`config.mk`:
```
export PLATFORM = sky130hd
export DESIGN_NAME = id_ex_stage
export DESIGN_NICKNAME = d
export VERILOG_FILES = /design/src/rtl/id_ex_stage.sv
export SDC_FILE = /design/constraint.sdc
export NUM_CORES = 1
export LEC_CHECK = 0
export CAP_MARGIN = 20
export CORE_MARGIN = 2
export CORE_UTILIZATION = 42
export DETAILED_ROUTE_END_ITERATION = 7
export PLACE_DENSITY_LB_ADDON = 0.1
export SYNTH_ARGS = -nofsm -noshare
export SYNTH_HDL_FRONTEND = slang
export SYNTH_SLANG_ARGS = --single-unit
```
`constraint.sdc`:
```
create_clock -name clk -period 4.4 [get_ports clk]
set_clock_uncertainty 0.2 [all_clocks]
set_input_delay 0.44 -clock clk [delete_from_list [all_inputs] [get_ports clk]]
set_output_delay 0.44 -clock clk [all_outputs]
set_load 0.005 [all_outputs]
```
`src/rtl/id_ex_stage.sv`:
```
// ID/EX pipeline register with load-use / branch-operand hazard detection.
// Optional build macro: ID_EX_PERF_CNT_EN adds bubble_cnt and stall_cycles
// performance counters; without it those ports and counters do not exist.
module id_ex_stage #(
  parameter int DW = 32,
  parameter int RW = 5
) (
  input  logic          clk,
  input  logic          reset,
  input  logic          hold,
  input  logic          flush,
  input  logic [1:0]    id_ALUOp,
  input  logic          id_RegDst,
  input  logic          id_MemRead,
  input  logic          id_MemtoReg,
  input  logic          id_MemWrite,
  input  logic          id_ALUSrc,
  input  logic          id_RegWrite,
  input  logic          id_Ins_Beq,
  input  logic          id_Ins_Bne,
  input  logic [DW-1:0] id_pc_plus4,
  input  logic [DW-1:0] id_rdata1,
  input  logic [DW-1:0] id_rdata2,
  input  logic [DW-1:0] id_imm,
  input  logic [RW-1:0] id_rs,
  input  logic [RW-1:0] id_rt,
  input  logic [RW-1:0] id_rd,
  input  logic          mem_MemRead,
  input  logic [RW-1:0] mem_wreg,
  output logic [1:0]    ex_ALUOp,
  output logic          ex_RegDst,
  output logic          ex_MemRead,
  output logic          ex_MemtoReg,
  output logic          ex_MemWrite,
  output logic          ex_ALUSrc,
  output logic          ex_RegWrite,
  output logic [DW-1:0] ex_pc_plus4,
  output logic [DW-1:0] ex_rdata1,
  output logic [DW-1:0] ex_rdata2,
  output logic [DW-1:0] ex_imm,
  output logic [RW-1:0] ex_rs,
  output logic [RW-1:0] ex_rt,
  output logic [RW-1:0] ex_rd,
  output logic [RW-1:0] ex_wreg,
`ifdef ID_EX_PERF_CNT_EN
  output logic [31:0]   bubble_cnt,
  output logic [31:0]   stall_cycles,
`endif
  output logic          pc_write,
  output logic          if_id_write
);

  // Register 0 is hardwired to zero, so a producer targeting it never creates a dependency.
  function automatic logic reg_match(input logic [RW-1:0] producer, input logic [RW-1:0] consumer);
    return (consumer != '0) && (producer == consumer);
  endfunction

  logic is_branch;
  logic load_use;
  logic br_ex;
  logic br_mem;
  logic stall;
  logic bubble;

  // Hazard detection and front-end write enables.
  always_comb begin
    is_branch   = id_Ins_Beq | id_Ins_Bne;
    load_use    = ex_MemRead & (reg_match(ex_rt, id_rs) | reg_match(ex_rt, id_rt));
    br_ex       = is_branch & ex_RegWrite & (reg_match(ex_wreg, id_rs) | reg_match(ex_wreg, id_rt));
    br_mem      = is_branch & mem_MemRead & (reg_match(mem_wreg, id_rs) | reg_match(mem_wreg, id_rt));
    stall       = load_use | br_ex | br_mem;
    bubble      = stall | flush;
    pc_write    = reset | ~(stall | hold);
    if_id_write = reset | ~(stall | hold);
  end

  // Pipeline register: reset > hold > bubble > load.
  always_ff @(posedge clk) begin
    if (reset) begin
      ex_ALUOp    <= '0;
      ex_RegDst   <= 1'b0;
      ex_MemRead  <= 1'b0;
      ex_MemtoReg <= 1'b0;
      ex_MemWrite <= 1'b0;
      ex_ALUSrc   <= 1'b0;
      ex_RegWrite <= 1'b0;
      ex_pc_plus4 <= '0;
      ex_rdata1   <= '0;
      ex_rdata2   <= '0;
      ex_imm      <= '0;
      ex_rs       <= '0;
      ex_rt       <= '0;
      ex_rd       <= '0;
      ex_wreg     <= '0;
    end else if (!hold) begin
      // Data fields load even for a bubble; they are don't-care once control is zero.
      ex_pc_plus4 <= id_pc_plus4;
      ex_rdata1   <= id_rdata1;
      ex_rdata2   <= id_rdata2;
      ex_imm      <= id_imm;
      ex_rs       <= id_rs;
      ex_rt       <= id_rt;
      ex_rd       <= id_rd;
      if (bubble) begin
        ex_ALUOp    <= '0;
        ex_RegDst   <= 1'b0;
        ex_MemRead  <= 1'b0;
        ex_MemtoReg <= 1'b0;
        ex_MemWrite <= 1'b0;
        ex_ALUSrc   <= 1'b0;
        ex_RegWrite <= 1'b0;
        ex_wreg     <= '0;
      end else begin
        ex_ALUOp    <= id_ALUOp;
        ex_RegDst   <= id_RegDst;
        ex_MemRead  <= id_MemRead;
        ex_MemtoReg <= id_MemtoReg;
        ex_MemWrite <= id_MemWrite;
        ex_ALUSrc   <= id_ALUSrc;
        ex_RegWrite <= id_RegWrite;
        ex_wreg     <= id_RegDst ? id_rd : id_rt;
      end
    end
  end

`ifdef ID_EX_PERF_CNT_EN
  // Bubble and stall-cycle counters; a held cycle counts as neither.
  always_ff @(posedge clk) begin
    if (reset) begin
      bubble_cnt   <= '0;
      stall_cycles <= '0;
    end else if (!hold) begin
      if (bubble) bubble_cnt <= bubble_cnt + 32'd1;
      if (stall)  stall_cycles <= stall_cycles + 32'd1;
    end
  end
`endif

endmodule
```
==> impl_metrics.ini, run 1 <==
[cells_and_area]
layout.cells.non_filler = 1067
finalInstanceArea_mm2 = 0.00985
utilization_pct = 70.7
syn_to_final_growth_pct = 64.1
antennaDiodeCount = 0
layout.nets = 1039
drive_gt1_share_pct = 4.06
fillers = 1046

[global_route]
met1_usage_pct = 24.8
antenna_found_initial = 0
grt_usage_pct = 23.9
grt_pass1_vias = 5475
grt_use_met3_pct = 9.87
grt-ovfl-total = 0
grt-busiest-layer = met2
grt_pass1_wl_um = 27800
grt_max_degree = 115
use_met2_pct = 42.2

[setup_path]
r2r-start = ex_wreg[1]
worstRegToRegCells = 7
path_cells = clkdlybuf4s50_1 -> or4_1 -> nor2_2 -> nor4_1 -> o21ai_0 -> nand3_2 -> o21bai_1 -> clkdlybuf4s50_1
path_class = input pin to primary output
path_max_fanout = 5
worstReg2RegEnd = ex_RegDst
critPathLaunchType = input pin
critPathSlowestCell = or4_1
r2r_slack_ns = 2.49
cp.required_ns = 3.76
path_buf_inv = 2
cp_top_family = buffers and inverters
endpoint_kind = primary output
critical_path_depth = 8
cp_common_cell = clkdlybuf4s50_1
slowest_delay_ns = 0.59
cp.arrival_ns = 2.89

[logic_synthesis]
ys_seq_elements = 156
ys.flop_type = dfxtp_1
syn_area_mm2 = 0.00600
ys_async_sr_fraction_pct = 0
yosysWarningCount = 0
synth_cells = 579
synth_fp_nets = 742
syn_avg_cell_area_um2 = 10.4
synth_edf_count = 0
yosysUniqueCellTypes = 25
yosysSeqAreaShare_pct = 52.0

[timing]
tns_ns = 0
fin_ws_ns = 0.875
whs_ns = 0.280
worst_pin_slew_ns = 1.12
slew_headroom_pct = 25.2
rsz0062_at_grt = no
period_minus_slack_ns = 3.53
setup_viol = 0
post-route-period-util_pct = 80.1
max_freq_mhz = 284
finalHoldViolCount = 0
slew_violations = 0

[floorplan]
fp.dieW_um = 124
placementRows = 43
initial_utilization_pct = 43.1
fp.dieArea_mm2 = 0.0153
core_mm2 = 0.0139
io_pins = 321
die-height_um = 124

[job]
cap_violations = 0

[min_path]
whs_endpoint = ex_MemtoReg
hp-class = flip-flop to flip-flop
holdPathStages = 2
hold_path_startpoint = ex_MemtoReg

[power]
power.leakage_nw = 4.12
finalPower_mw = 3.61
peakVddDrop_mv = 0.233
power_density_mw_per_mm2 = 367

[cts]
ctsHoldBuffers = 0
cts_resized = 0
cts_setup_buffers = 0
path_clk_slew_ns = 0.06
cts_tree = yes
cts_sinks = 156
cts-root-buf = clkbuf_16
clock_path_buffers = 2
insertion_delay_ns = 0.41
cts_made_buffers = 17
htreeDepth = 4

[route]
dr.pass1.iters = 4
drc = 0
avgViaCountPerCell = 4.94
vias = 5270
wl_per_cell_um = 17.0
drtIter0Drc = 320
wl_um = 18200
ant_nets = 0

[placed_design]
gp_congestion = 0.926
pre_cts_ws_ns = 0.893
portBuffers = 320
dp_cells = 1037
dp_hpwl_um = 13200
postPlaceCellArea_mm2 = 0.00925

[run_status]
outcome = finished, final reports clean
## cells in the final DEF, fill, tap and decap left out, drive strengths merged, types with 2 or more instances in the layout
cell type        n
clkbuf          23
bufinv           4
clkinv           3
nor2           146
dfxtp          156
mux2i          148
o41ai            5
nor4             6
xor2            12
buf              4
xnor2           18
nand2            8
nand3b          13
o22ai            8
clkdlybuf4s50  318
o221ai           2
or4              2
nand3            7
## worst reg2reg max path, delay by kind of cell (launching register included)
family / cells / cell delay, ns
flip-flops: 1 / 0.45
XOR/XNOR: 1 / 0.16
AO/OA/AOI/OAI: 2 / 0.28
buffers and inverters: 1 / 0.21
AND/OR/NAND/NOR: 3 / 0.47
## metal layers
metal  part of all wire (%)  wire length [um]
met3                    9.5              1740
met4                    3.1               556
met2                     52              9400
met5                      0                 0
met1                     36              6490
## synthesized netlist by cell type (2+ instances only)
| cell type | count | share of area [%] |
|---|---|---|
| clkbuf_1 | 22 | 1.4 |
| nand3_1 | 6 | 0.50 |
| nand2_1 | 8 | 0.50 |
| buf_1 | 16 | 1.0 |
| xor2_1 | 12 | 1.8 |
| o221ai_1 | 2 | 0.29 |
| dfxtp_1 | 156 | 52 |
| nor2_1 | 144 | 9.0 |
| nand3b_1 | 13 | 1.6 |
| buf_6 | 2 | 0.38 |
| mux2i_1 | 148 | 25 |
| nor4_1 | 6 | 0.63 |
| buf_4 | 5 | 0.63 |
| o41ai_1 | 4 | 0.58 |
| xnor2_1 | 18 | 2.6 |
| o22ai_1 | 8 | 0.83 |
## registers in the layout, summed over array words and instances (netlist names), 2 cells and up
signal,cells
ex_pc_plus4,32
ex_ALUOp,2
ex_rt,5
ex_rd,5
ex_rs,5
ex_rdata2,32
ex_rdata1,32
ex_imm,32
ex_wreg,5
## report_power, final
group          switching, mW  internal, mW
clock network          0.540         0.955
registers             0.0494          1.50
logic                  0.206         0.362
## cell type report
| class | count | area, um^2 | share of cell area (%) |
|---|---|---|---|
| repair buffers | 323 | 3230 | 32.8 |
| clock inverters | 8 | 143 | 1.45 |
| clock buffers | 22 | 454 | 4.61 |
| well taps | 180 | 225 | 2.29 |
| flip-flops and latches | 156 | 3120 | 31.7 |
| multi-input cells | 378 | 2680 | 27.2 |
## logic make-up after synthesis
family	Yosys count	share of synthesized area, %
AND/OR/NAND/NOR	183	13.1
flip-flops	156	52.0
multiplexers	148	24.7
buffers and inverters	45	3.38
XOR/XNOR	30	4.38
AO/OA/AOI/OAI	17	2.38
## worst max-delay path by stage
| stage | startpoint | to | slack [ns] |
|---|---|---|---|
| after CTS | id_rs[0] | pc_write | 0.88 |
| after global placement | id_rt[1] | if_id_write | 0.95 |
| after global routing | id_rs[0] | if_id_write | 0.77 |
| after floorplan | id_rt[1] | pc_write | 1.69 |
| final | id_rs[0] | pc_write | 0.87 |
| after detailed placement | id_rs[0] | pc_write | 0.89 |
Note: power is estimated with default switching activity, not from simulation.
==> run 2: changes to the inputs <==
CORE_ASPECT_RATIO = 1.1   (was default)
CORE_UTILIZATION = 39   (was 42)
clock period = 3.35 ns   (was 4.4 ns; I/O delays follow)
==> impl_metrics.ini, run 2 (synthesis results as in run 1) <==
[setup_path]
slowest_delay_ns = 0.56
critPathSlowestCell = or4_1
cp_common_cell = clkdlybuf4s50_1
critPathLaunchType = input pin
path_class = input pin to primary output
endpoint_kind = primary output
path_buf_inv = 2
cp_top_family = buffers and inverters
cp.arrival_ns = 2.60
path_max_fanout = 3
path_cells = clkdlybuf4s50_1 -> or4_1 -> nor2_2 -> nor4_1 -> o21ai_0 -> nand3_2 -> o21bai_1 -> clkdlybuf4s50_1
cp.required_ns = 2.81

[global_route]
antenna_found_initial = 0
grt-ovfl-total = 0
grt_max_degree = 68
grt_usage_pct = 22.0
grt_pass1_wl_um = 27800
grt_pass1_vias = 5319

[timing]
whs_ns = 0.193
setup_viol = 0
period_minus_slack_ns = 3.13
worst_pin_slew_ns = 0.653
fin_ws_ns = 0.217
max_freq_mhz = 319
finalHoldViolCount = 0
post-route-period-util_pct = 93.5
tns_ns = 0
rsz0062_at_grt = no
slew_violations = 0
slew_headroom_pct = 56.5

[cts]
clock_path_buffers = 2
cts_setup_buffers = 0
cts_resized = 0
htreeDepth = 4
cts-root-buf = clkbuf_16
insertion_delay_ns = 0.41
cts_made_buffers = 17
cts_tree = yes
cts_sinks = 156
ctsHoldBuffers = 0
path_clk_slew_ns = 0.06

[cells_and_area]
layout_common_cells = clkdlybuf4s50_1 (318), dfxtp_1 (156), mux2i_1 (148)
syn_to_final_growth_pct = 66.3
drive_gt1_share_pct = 5.67
fillers = 1214
layout.nets = 1050
layout.cells.non_filler = 1096
antennaDiodeCount = 0
finalInstanceArea_mm2 = 0.00998
final_common_cell = clkdlybuf4s50_1

[placed_design]
gp_congestion = 0.850
pre_cts_ws_ns = 0.222
portBuffers = 320
dp_hpwl_um = 13900
postPlaceCellArea_mm2 = 0.00935
dp_cells = 1064

[floorplan]
die-height_um = 134
io_pins = 321
placementRows = 47
fp.dieW_um = 122
initial_utilization_pct = 39.9
fp.dieArea_mm2 = 0.0164
core_mm2 = 0.0151

[route]
drtIter0Drc = 246
avgViaCountPerCell = 4.77
vias = 5232
drc = 0
wl_um = 18600
wl_per_cell_um = 16.9
ant_nets = 0
dr.pass1.iters = 4

[job]
cap_violations = 0

[power]
power.leakage_nw = 4.19
peakVddDrop_mv = 0.290
power_density_mw_per_mm2 = 482

[run_status]
outcome = finished, final reports clean

[min_path]
hp-class = input pin to flip-flop
-- run 2: changes by cell type in the layout (fill, tap and decap cells not counted), sizes merged --
cell,previous run,this run
buf,4,15
clkinv,3,5
clkbuf,23,22
inv,0,1
-- run 2: power by group --
| group | leakage [nW] | total (mW) | internal (mW) | switching, mW |
|---|---|---|---|---|
| clock network | 0.307 | 2.02 | 1.29 | 0.739 |
| registers | 1.29 | 2.03 | 1.97 | 0.0640 |
| logic | 2.59 | 0.755 | 0.481 | 0.274 |
-- run 2: final cells by class --
cell class	instances	area, um^2	share of cell area (%)
Timing Repair Buffer	334	3310	33.2
Tap cell	196	245	2.46
Clock inverter	11	165	1.66
Multi-Input combinational cell	378	2680	26.8
Sequential cell	156	3120	31.3
Clock buffer	21	460	4.61
-- run 2: final timing paths --
check,endpoint,depth (start not counted),from,slack (ns)
worst max register to register,ex_wreg[1],7,ex_wreg[2],1.47
worst min-delay path,ex_rdata1[20],2,reset,0.19
worst min register to register,ex_ALUOp[0],2,ex_ALUOp[0],0.28
worst max-delay path,if_id_write,8,id_rs[0],0.22
-- run 2: layer usage --
metal	part of all wire, %	GRT usage (%)	wire length, um
met4	2.1	7.98	386
met1	37	23.2	6960
met2	51	38.7	9500
met3	9.3	9.48	1730
met5	0	0	0
-- run 2: stage by stage --
| step | total power [mW] | utilization, % |
|---|---|---|
| detailed placement | 2.83 | 62.1 |
| floorplan | 2.34 | - |
| global placement | 2.81 | 62.1 |
| CTS | 4.85 | 66.3 |
| finish | 4.81 | 66.3 |
| global route | 5.00 | 66.3 |
